--- config.mk ---
export PLATFORM = sky130hd
export DESIGN_NAME = mem_port_arbiter
export DESIGN_NICKNAME = d
export VERILOG_FILES = /design/src/rtl/mem_port_arbiter.sv
export SDC_FILE = /design/constraint.sdc
export NUM_CORES = 1
export LEC_CHECK = 0
export ABC_CLOCK_PERIOD_IN_PS = 6400
export BUFFER_PORTS_ARGS = -buffer_cell sky130_fd_sc_hd__buf_2
export CORE_MARGIN = 4
export CORE_UTILIZATION = 52
export CTS_CLUSTER_SIZE = 24
export DETAILED_ROUTE_END_ITERATION = 7
export PLACE_DENSITY = 0.95
export SYNTH_ARGS = -nofsm -noshare
export SYNTH_HDL_FRONTEND = slang
export SYNTH_SLANG_ARGS = --single-unit
export TNS_END_PERCENT = 10
--- constraint.sdc ---
create_clock -name clock -period 6.4 [get_ports clock]
set_input_delay 0.32 -clock clock [delete_from_list [all_inputs] [get_ports clock]]
set_output_delay 0.32 -clock clock [all_outputs]
set_load 0.01 [all_outputs]
--- src/rtl/mem_port_arbiter.sv ---
`default_nettype none
// ============================================================================
//  Module   : mem_port_arbiter
//  Purpose  : Shares one single-ported unified memory between the instruction
//             fetch requester and the load/store requester. Each granted
//             access becomes a registered req/ack exchange. Byte lanes are
//             handled for LB/LBU/SB. Fetch starvation is bounded, and word
//             accesses that are not 4-byte aligned are answered with an error.
//  Ports    : clock, reset_n         - clock, async active-low reset
//             w_fetch_*              - fetch requester (level req, done pulse)
//             w_data_*               - load/store requester (level req, done pulse)
//             w_mem_*                - memory side (req held until ack)
//             w_busy                 - arbiter is not idle
//  Revision : 1.0 - initial release
// ============================================================================
module mem_port_arbiter #(
    parameter int STARVE_LIMIT = 4,
    parameter bit BIG_ENDIAN   = 1'b1
) (
    input  logic        clock,
    input  logic        reset_n,
    input  logic        w_fetch_req,
    input  logic [31:0] w_fetch_addr_32,
    output logic        w_fetch_done,
    output logic [31:0] w_fetch_data_32,
    output logic        w_fetch_err,
    input  logic        w_data_req,
    input  logic [31:0] w_data_addr_32,
    input  logic        w_data_write_op,
    input  logic        w_data_byte_op,
    input  logic        w_data_unsigned_op,
    input  logic [31:0] w_data_wdata_32,
    output logic        w_data_done,
    output logic [31:0] w_data_rdata_32,
    output logic        w_data_err,
    output logic        w_mem_req,
    output logic [31:0] w_mem_addr_32,
    output logic        w_mem_write,
    output logic [3:0]  w_mem_be_4,
    output logic [31:0] w_mem_wdata_32,
    input  logic        w_mem_ack,
    input  logic [31:0] w_mem_rdata_32,
    output logic        w_busy
);
    localparam int CNT_W = (STARVE_LIMIT < 1) ? 1 : $clog2(STARVE_LIMIT + 1);
    localparam logic [CNT_W-1:0] STARVE_MAX = CNT_W'(STARVE_LIMIT);

    typedef enum logic [1:0] {
        IDLE      = 2'd0,
        MEM_FETCH = 2'd1,
        MEM_DATA  = 2'd2,
        ERR_RESP  = 2'd3
    } state_t;

    state_t           state_q, state_d;
    logic [CNT_W-1:0] starve_q, starve_d;
    logic             err_fetch_q, err_fetch_d;   // ERR_RESP answers fetch (1) or data (0)
    logic             byte_q, byte_d;
    logic             unsigned_q, unsigned_d;
    logic [1:0]       lane_q, lane_d;             // physical lane, 3 = bits [31:24]

    logic             fetch_done_q, fetch_done_d;
    logic [31:0]      fetch_data_q, fetch_data_d;
    logic             fetch_err_q, fetch_err_d;
    logic             data_done_q, data_done_d;
    logic [31:0]      data_rdata_q, data_rdata_d;
    logic             data_err_q, data_err_d;
    logic             mem_req_q, mem_req_d;
    logic [31:0]      mem_addr_q, mem_addr_d;
    logic             mem_write_q, mem_write_d;
    logic [3:0]       mem_be_q, mem_be_d;
    logic [31:0]      mem_wdata_q, mem_wdata_d;
    logic             busy_q, busy_d;

    logic             grant_fetch;
    logic             grant_data;
    logic [1:0]       data_lane;
    logic [7:0]       rd_byte;

    // Byte offset within the word -> physical byte lane.
    assign data_lane = BIG_ENDIAN ? (2'd3 - w_data_addr_32[1:0]) : w_data_addr_32[1:0];

    // No grant at all while a done pulse is out: the finishing requester still
    // holds its request this cycle, and the next grant comes one cycle later.
    always_comb begin
        grant_fetch = 1'b0;
        grant_data  = 1'b0;
        if (state_q == IDLE && !fetch_done_q && !data_done_q) begin
            if (w_fetch_req &&
                (!w_data_req || (STARVE_LIMIT > 0 && starve_q == STARVE_MAX))) begin
                grant_fetch = 1'b1;
            end else if (w_data_req) begin
                grant_data = 1'b1;
            end
        end
    end

    always_comb begin
        rd_byte = 8'h00;
        case (lane_q)
            2'd0:    rd_byte = w_mem_rdata_32[7:0];
            2'd1:    rd_byte = w_mem_rdata_32[15:8];
            2'd2:    rd_byte = w_mem_rdata_32[23:16];
            default: rd_byte = w_mem_rdata_32[31:24];
        endcase
    end

    always_comb begin
        state_d      = state_q;
        starve_d     = starve_q;
        err_fetch_d  = err_fetch_q;
        byte_d       = byte_q;
        unsigned_d   = unsigned_q;
        lane_d       = lane_q;
        fetch_done_d = 1'b0;
        fetch_err_d  = 1'b0;
        fetch_data_d = fetch_data_q;
        data_done_d  = 1'b0;
        data_err_d   = 1'b0;
        data_rdata_d = data_rdata_q;
        mem_req_d    = mem_req_q;
        mem_addr_d   = mem_addr_q;
        mem_write_d  = mem_write_q;
        mem_be_d     = mem_be_q;
        mem_wdata_d  = mem_wdata_q;

        case (state_q)
            IDLE: begin
                if (grant_fetch) begin
                    starve_d = '0;
                    if (w_fetch_addr_32[1:0] != 2'b00) begin
                        state_d     = ERR_RESP;
                        err_fetch_d = 1'b1;
                    end else begin
                        state_d     = MEM_FETCH;
                        mem_req_d   = 1'b1;
                        mem_addr_d  = {w_fetch_addr_32[31:2], 2'b00};
                        mem_write_d = 1'b0;
                        mem_be_d    = 4'b1111;
                    end
                end else if (grant_data) begin
                    // Counts data wins over a waiting fetch; saturates at the limit.
                    if (w_fetch_req && starve_q != STARVE_MAX) begin
                        starve_d = starve_q + 1'b1;
                    end
                    if (!w_data_byte_op && w_data_addr_32[1:0] != 2'b00) begin
                        state_d     = ERR_RESP;
                        err_fetch_d = 1'b0;
                    end else begin
                        state_d     = MEM_DATA;
                        mem_req_d   = 1'b1;
                        mem_addr_d  = {w_data_addr_32[31:2], 2'b00};
                        mem_write_d = w_data_write_op;
                        byte_d      = w_data_byte_op;
                        unsigned_d  = w_data_unsigned_op;
                        lane_d      = data_lane;
                        if (w_data_byte_op) begin
                            mem_be_d    = 4'b0001 << data_lane;
                            mem_wdata_d = {4{w_data_wdata_32[7:0]}};
                        end else begin
                            mem_be_d    = 4'b1111;
                            mem_wdata_d = w_data_wdata_32;
                        end
                    end
                end
            end
            MEM_FETCH: begin
                if (w_mem_ack) begin
                    mem_req_d    = 1'b0;
                    fetch_done_d = 1'b1;
                    fetch_data_d = w_mem_rdata_32;
                    state_d      = IDLE;
                end
            end
            MEM_DATA: begin
                if (w_mem_ack) begin
                    mem_req_d   = 1'b0;
                    data_done_d = 1'b1;
                    state_d     = IDLE;
                    if (mem_write_q) begin
                        data_rdata_d = 32'h0;
                    end else if (byte_q) begin
                        data_rdata_d = unsigned_q ? {24'h0, rd_byte}
                                                  : {{24{rd_byte[7]}}, rd_byte};
                    end else begin
                        data_rdata_d = w_mem_rdata_32;
                    end
                end
            end
            ERR_RESP: begin
                state_d = IDLE;
                if (err_fetch_q) begin
                    fetch_done_d = 1'b1;
                    fetch_err_d  = 1'b1;
                    fetch_data_d = 32'h0;
                end else begin
                    data_done_d  = 1'b1;
                    data_err_d   = 1'b1;
                    data_rdata_d = 32'h0;
                end
            end
            default: state_d = IDLE;
        endcase

        busy_d = (state_d != IDLE);
    end

    always_ff @(posedge clock or negedge reset_n) begin
        if (!reset_n) begin
            state_q      <= IDLE;
            starve_q     <= '0;
            err_fetch_q  <= 1'b0;
            byte_q       <= 1'b0;
            unsigned_q   <= 1'b0;
            lane_q       <= 2'd0;
            fetch_done_q <= 1'b0;
            fetch_data_q <= 32'h0;
            fetch_err_q  <= 1'b0;
            data_done_q  <= 1'b0;
            data_rdata_q <= 32'h0;
            data_err_q   <= 1'b0;
            mem_req_q    <= 1'b0;
            mem_addr_q   <= 32'h0;
            mem_write_q  <= 1'b0;
            mem_be_q     <= 4'h0;
            mem_wdata_q  <= 32'h0;
            busy_q       <= 1'b0;
        end else begin
            state_q      <= state_d;
            starve_q     <= starve_d;
            err_fetch_q  <= err_fetch_d;
            byte_q       <= byte_d;
            unsigned_q   <= unsigned_d;
            lane_q       <= lane_d;
            fetch_done_q <= fetch_done_d;
            fetch_data_q <= fetch_data_d;
            fetch_err_q  <= fetch_err_d;
            data_done_q  <= data_done_d;
            data_rdata_q <= data_rdata_d;
            data_err_q   <= data_err_d;
            mem_req_q    <= mem_req_d;
            mem_addr_q   <= mem_addr_d;
            mem_write_q  <= mem_write_d;
            mem_be_q     <= mem_be_d;
            mem_wdata_q  <= mem_wdata_d;
            busy_q       <= busy_d;
        end
    end

    assign w_fetch_done    = fetch_done_q;
    assign w_fetch_data_32 = fetch_data_q;
    assign w_fetch_err     = fetch_err_q;
    assign w_data_done     = data_done_q;
    assign w_data_rdata_32 = data_rdata_q;
    assign w_data_err      = data_err_q;
    assign w_mem_req       = mem_req_q;
    assign w_mem_addr_32   = mem_addr_q;
    assign w_mem_write     = mem_write_q;
    assign w_mem_be_4      = mem_be_q;
    assign w_mem_wdata_32  = mem_wdata_q;
    assign w_busy          = busy_q;

endmodule
`default_nettype wire
# [Yosys cells after proc, flatten, opt, wreduce, memory -nomap -nowiden]
# Cells that the tools add are included.
# W data, S select, Z words.
[totals] register_bits=149 in_bits=136 output_inout_bits=139
[op_classes] muxes=55 n_reduce_logical=29 eq_ne=18 n_bitwise=2 shifts=1 add_sub_neg=2
[op_table] op="$mux W32" n=12
[op_table] op="$pmux W32 S2" n=2
[op_table] op="$mux W1" n=24
[op_table] op="$pmux W8 S3" n=1
[op_table] op="$mux W4" n=5
[op_table] op="$reduce_bool A2 Y1" n=9
[op_table] op="$ne A2 B2 Y1 const B" n=6
[op_table] op="$ne A3 B3 Y1 const B" n=4
[op_table] op="$reduce_and A4 Y1" n=3
[op_table] op="$mux W3" n=3
[op_table] op="$reduce_and A3 Y1" n=3
[op_table] op="$mux W2" n=4
[op_table] op="$eq A2 B2 Y1 const B" n=3
[op_table] op="$pmux W1 S2" n=3
[op_table] op="$pmux W2 S3" n=1
[op_table] op="$logic_and A1 B1 Y1" n=5
[op_table] op="$reduce_and A5 Y1" n=1
[op_table] op="$eq A2 B1 Y1 const B" n=2
[op_table] op="$logic_not A1 Y1" n=4
[op_table] op="$logic_not A2 Y1" n=2
[op_table] op="$ne A2 B1 Y1 const B" n=2
[op_table] op="$shl A1 B2 Y4 const A" n=1
[op_table] op="$add A3 B1 Y3 const B" n=1
[op_table] op="$eq A3 B3 Y1 const B" n=1
[op_table] op="4 further kinds" n=5

# [Depth between registers and ports, before layout]
[logic_depth] depth_word=9 ltp_mapped=8 depth_no_buf=6

# [Worst setup path after synthesis]
# Ideal clock, no wire load.
[synth_timing] path_kind="reg2reg" start="register state_q[0]" end="register mem_addr_q[10], in the netlist w_mem_addr_32[10]" setup_time_ns=0.125 setup_slack_ns=4.342 stages_incl_launch_ff=8 arrival_time_ns=1.933 required_ns=6.275 n_path_buf=2 path_cell_list="dfrtp_1 inv_1 ha_1 or3b_1 clkbuf_1 a21oi_4 buf_4 mux2_2"
[synth_via] elab_chain_cells=6 elab_cells_between_ends=10
[synth_rtl] element="start: declaration" line="55" rtl="state_t state_q, state_d;"
[synth_rtl] element="start signal: assignment" line="229" rtl="state_q <= state_d;"
[synth_rtl] element="$logic_not A2 Y1 (*)" line="88, 127"
[synth_rtl] element="$logic_and A1 B1 Y1 (2 in a row)" line="88" rtl="if (state_q == IDLE && !fetch_done_q && !data_done_q) begin"
[synth_rtl] element="$mux W1" line="88"
[synth_rtl] element="$ne A2 B2 Y1 (no source line) / $reduce_bool A2 Y1 (equally long branches)"
[synth_rtl] element="$reduce_and A4 Y1 (no source line)"
[synth_rtl] element="end signal: assignment" line="242" rtl="mem_addr_q <= mem_addr_d;"
[synth_rtl] element="end: declaration" line="69" rtl="logic [31:0] mem_addr_q, mem_addr_d;"
# Every way passes the cells marked *; elsewhere a longest branch is shown, timed or not.
# A chain may end at the register's enable or synchronous reset.

# [Final worst setup path]
[layout_timing] start="register state_q[1]" end="register mem_addr_q[5], in the netlist w_mem_addr_32[5]"
# The elaborated chain is that of the path after synthesis.

==> key figures <==
Status
  – Outcome: finished, final reports clean

Finish
  – Area Overhead vs Synth: 31.2%
  – Antenna diode count: 0
  – Fillcell total: 849
  – Share of post-route cells with drive strength above 1: 49.4%
  – Post-route design area: 0.00868 mm^2
  – Fin util: 71.1%
  – Nets: 933

Power and ir drop
  – Total power draw: 4.37 mW
  – P_int: 2.78 mW
  – P_sw: 1.59 mW
  – Clock Power Share: 23.9%
  – Leakage power: 4.46 nW
  – Logic pwr share: 38.4%
  – Power Dens Cells: 503 mW/mm^2
  – Sequential power share: 37.7%
  – Sw Share: 36.4%
  – Max rail drop VDD: 282 uV

Yosys
  – Async SR Flop Fraction: 100%
  – Largest area contributor in the netlist: dfrtp_1
  – Post-synth EDFFs: 0
  – Top post-synthesis cells by area: dfrtp_1 (56%), mux2_2 (13%), a22o_1 (5.3%), o2bb2ai_1 (4.2%), mux2i_1 (3.9%)
  – Yosys top cell area share: 55.6%
  – Synthesized cell area: 0.00662 mm^2
  – YS warnings: 0
  – Sequential area share after synthesis: 55.6%
  – Most frequent cells after synthesis: dfrtp_1 (147), mux2_2 (75), nand2_1 (41)
  – FF+latch count, synth: 147
  – Syn Inst Count: 531
  – Most common cell in the synthesized netlist: dfrtp_1
  – Main synth FF type: dfrtp_1
  – Yosys cell types: 43
  – Mean Syn Cell Area: 12.5 um^2

Clock network
  – Root Buffer: clkbuf_16
  – CTS buffer count: 17
  – Bufs on Longest Clock Path: 2
  – CTS tree: done
  – Clock sink count: 147
  – Setup bufs post-CTS: 0
  – Post-CTS sizing: 0
  – CTS Hold Bufs: 1
  – Worst-Skew Late Latency: 410 ps
  – CTS H-tree lvls: 4
  – Reg clk slew, reported paths: 60 ps

Placement
  – DP Area: 0.00805 mm^2
  – DPL Wire Length: 13,700 um
  – RePlAce Congestion: 0.913
  – Pre-CTS setup slack: 3680 ps
  – Port Buffers: 272

Worst setup path
  – CP max FO: 34
  – CP endpoint kind: flop
  – Crit start category: flop
  – Worst Path Required: 6700 ps
  – CP Class: reg2reg
  – CP arrival: 2820 ps

Floorplan
  – Die H: 121 um
  – Die Span X: 121 um
  – # rows: 40
  – Core box area: 0.0122 mm^2
  – Die area: 0.0146 mm^2
  – I/O Pins: 275
  – Initial Util: 54.2%

STA
  – Final hold violations: 0
  – Fmax: 0.397 GHz
  – Final WS setup: 3880 ps
  – Final setup viols: 0
  – RSZ-0062 raised after global routing: no
  – Max-slew violations: 0
  – Worst slew margin: 21.3%
  – Clock skew: 7.10 ps
  – Worst-margin pin slew: 1180 ps
  – Final Cycle Share: 39.4%
  – Setup TNS: 0 ps
  – Crit path time final: 2520 ps

Global routing
  – Vias in the first global route: 5,747
  – Initial antenna violation count: 0
  – First-pass GRT wire length: 29,500 um
  – GRT Overall Usage: 25.9%
  – Pin count of the biggest net entering global routing: 87
  – Overflow after GRT: 0

Detailed routing
  – Via density: 5.65
  – WL/cell: 19.5 um
  – DRT Pass-1 Iters: 5
  – DRT iter0 DRCs: 467
  – WL final: 18,900 um
  – ANT nets after route: 0
  – Via count: 5,489
  – DRC: 0

Min path
  – Hold crit path type: in2reg

Job
  – Max-Cap Viols: 0
-- worst max-delay path, cell delays in order (launching register included) --
cell	delay (ps)
dfrtp_1	410
inv_1	110
ha_1	210
nor3b_4	460
nand3_4	490
mux2_2	430
mux2_2	270
-- power groups by stage --
stage,sequential (mW),combinational (mW),clock [mW]
5_1_grt,1.70,1.82,1.11
3_3_place_gp,1.62,1.61,0
2_1_floorplan,1.75,0.880,0
4_1_cts,1.64,1.70,1.06
3_5_place_dp,1.64,1.68,0
6_report,1.65,1.68,1.04
-- final timing paths --
check                                    from                 end  slack [ps]  cells past startpoint
min reg2reg                w_mem_wdata_32[13]  w_mem_wdata_32[13]         480                      2
max in group asynchronous             reset_n    w_mem_addr_32[3]        4490                      3
min in group asynchronous             reset_n  w_fetch_data_32[8]         450                      2
max                                state_q[1]    w_mem_addr_32[5]        3880                      6
min                         w_mem_rdata_32[4]  w_fetch_data_32[4]         160                      2
max reg2reg                        state_q[1]    w_mem_addr_32[5]        3880                      6
-- through the flow --
| stage | hold WS [ps] | instances |
|---|---|---|
| 2_1_floorplan | 24.4 | 532 |
| 3_3_place_gp | 325 | 938 |
| 3_5_place_dp | 328 | 938 |
| 4_1_cts | 136 | 971 |
| 5_1_grt | 137 | 971 |
| 6_report | 157 | 971 |
-- kinds of logic after synthesis --
group | after synthesis | synth area share [%]
adders and majority gates | 7 | 1.32
muxes | 108 | 18.4
and+or+nand+nor | 88 | 6.05
other | 1 | 0.0566
AOI/OAI and AO/OA | 128 | 14.9
buffers and inverters | 52 | 3.69
DFF | 147 | 55.6
-- sequential cells by signal (all words and copies together), names as in the netlist --
register,flops
byte_q,1
err_fetch_q,1
lane_q,2
starve_q,3
state_q,2
unsigned_q,1
w_busy,1
w_data_done,1
w_data_err,1
w_data_rdata_32,32
w_fetch_data_32,32
w_fetch_done,1
w_fetch_err,1
w_mem_addr_32,30
w_mem_be_4,4
w_mem_req,1
w_mem_wdata_32,32
w_mem_write,1
-- layout make-up --
type	count	area (um^2)	share of cell area (%)
clock inverter	15	195	2.25
timing repair buffer	277	1410	16.2
inverter	14	52.6	0.605
tap	168	210	2.42
sequential	147	3680	42.4
clock buffer	17	425	4.90
multi-input combinational	333	2720	31.3
-- placed cells by master, fill, tap and decap left out, types with 4 or more instances in the layout --
master	Yosys	layout
buf_2	3	271
dfrtp_1	147	147
mux2_2	75	75
nand2_1	41	41
a22o_1	40	40
o21ai_0	32	32
o2bb2ai_1	32	32
nor2_1	28	27
mux2i_1	26	26
clkbuf_16	0	17
inv_1	14	14
a22oi_1	7	7
ha_1	7	7
mux2_4	6	6
inv_6	0	6
nand3_1	5	5
nand2b_1	4	4
o211ai_1	4	4
buf_4	4	4
-- per-layer routing --
metal,part of all wire (%),vias up,global-route usage (%)
li1,-,2443,-
met1,37,2669,30.0
met2,50,314,43.5
met3,8.5,63,7.48
met4,4.1,0,13.7
met5,0,-,0
Note: power is estimated with default switching activity, not from simulation.
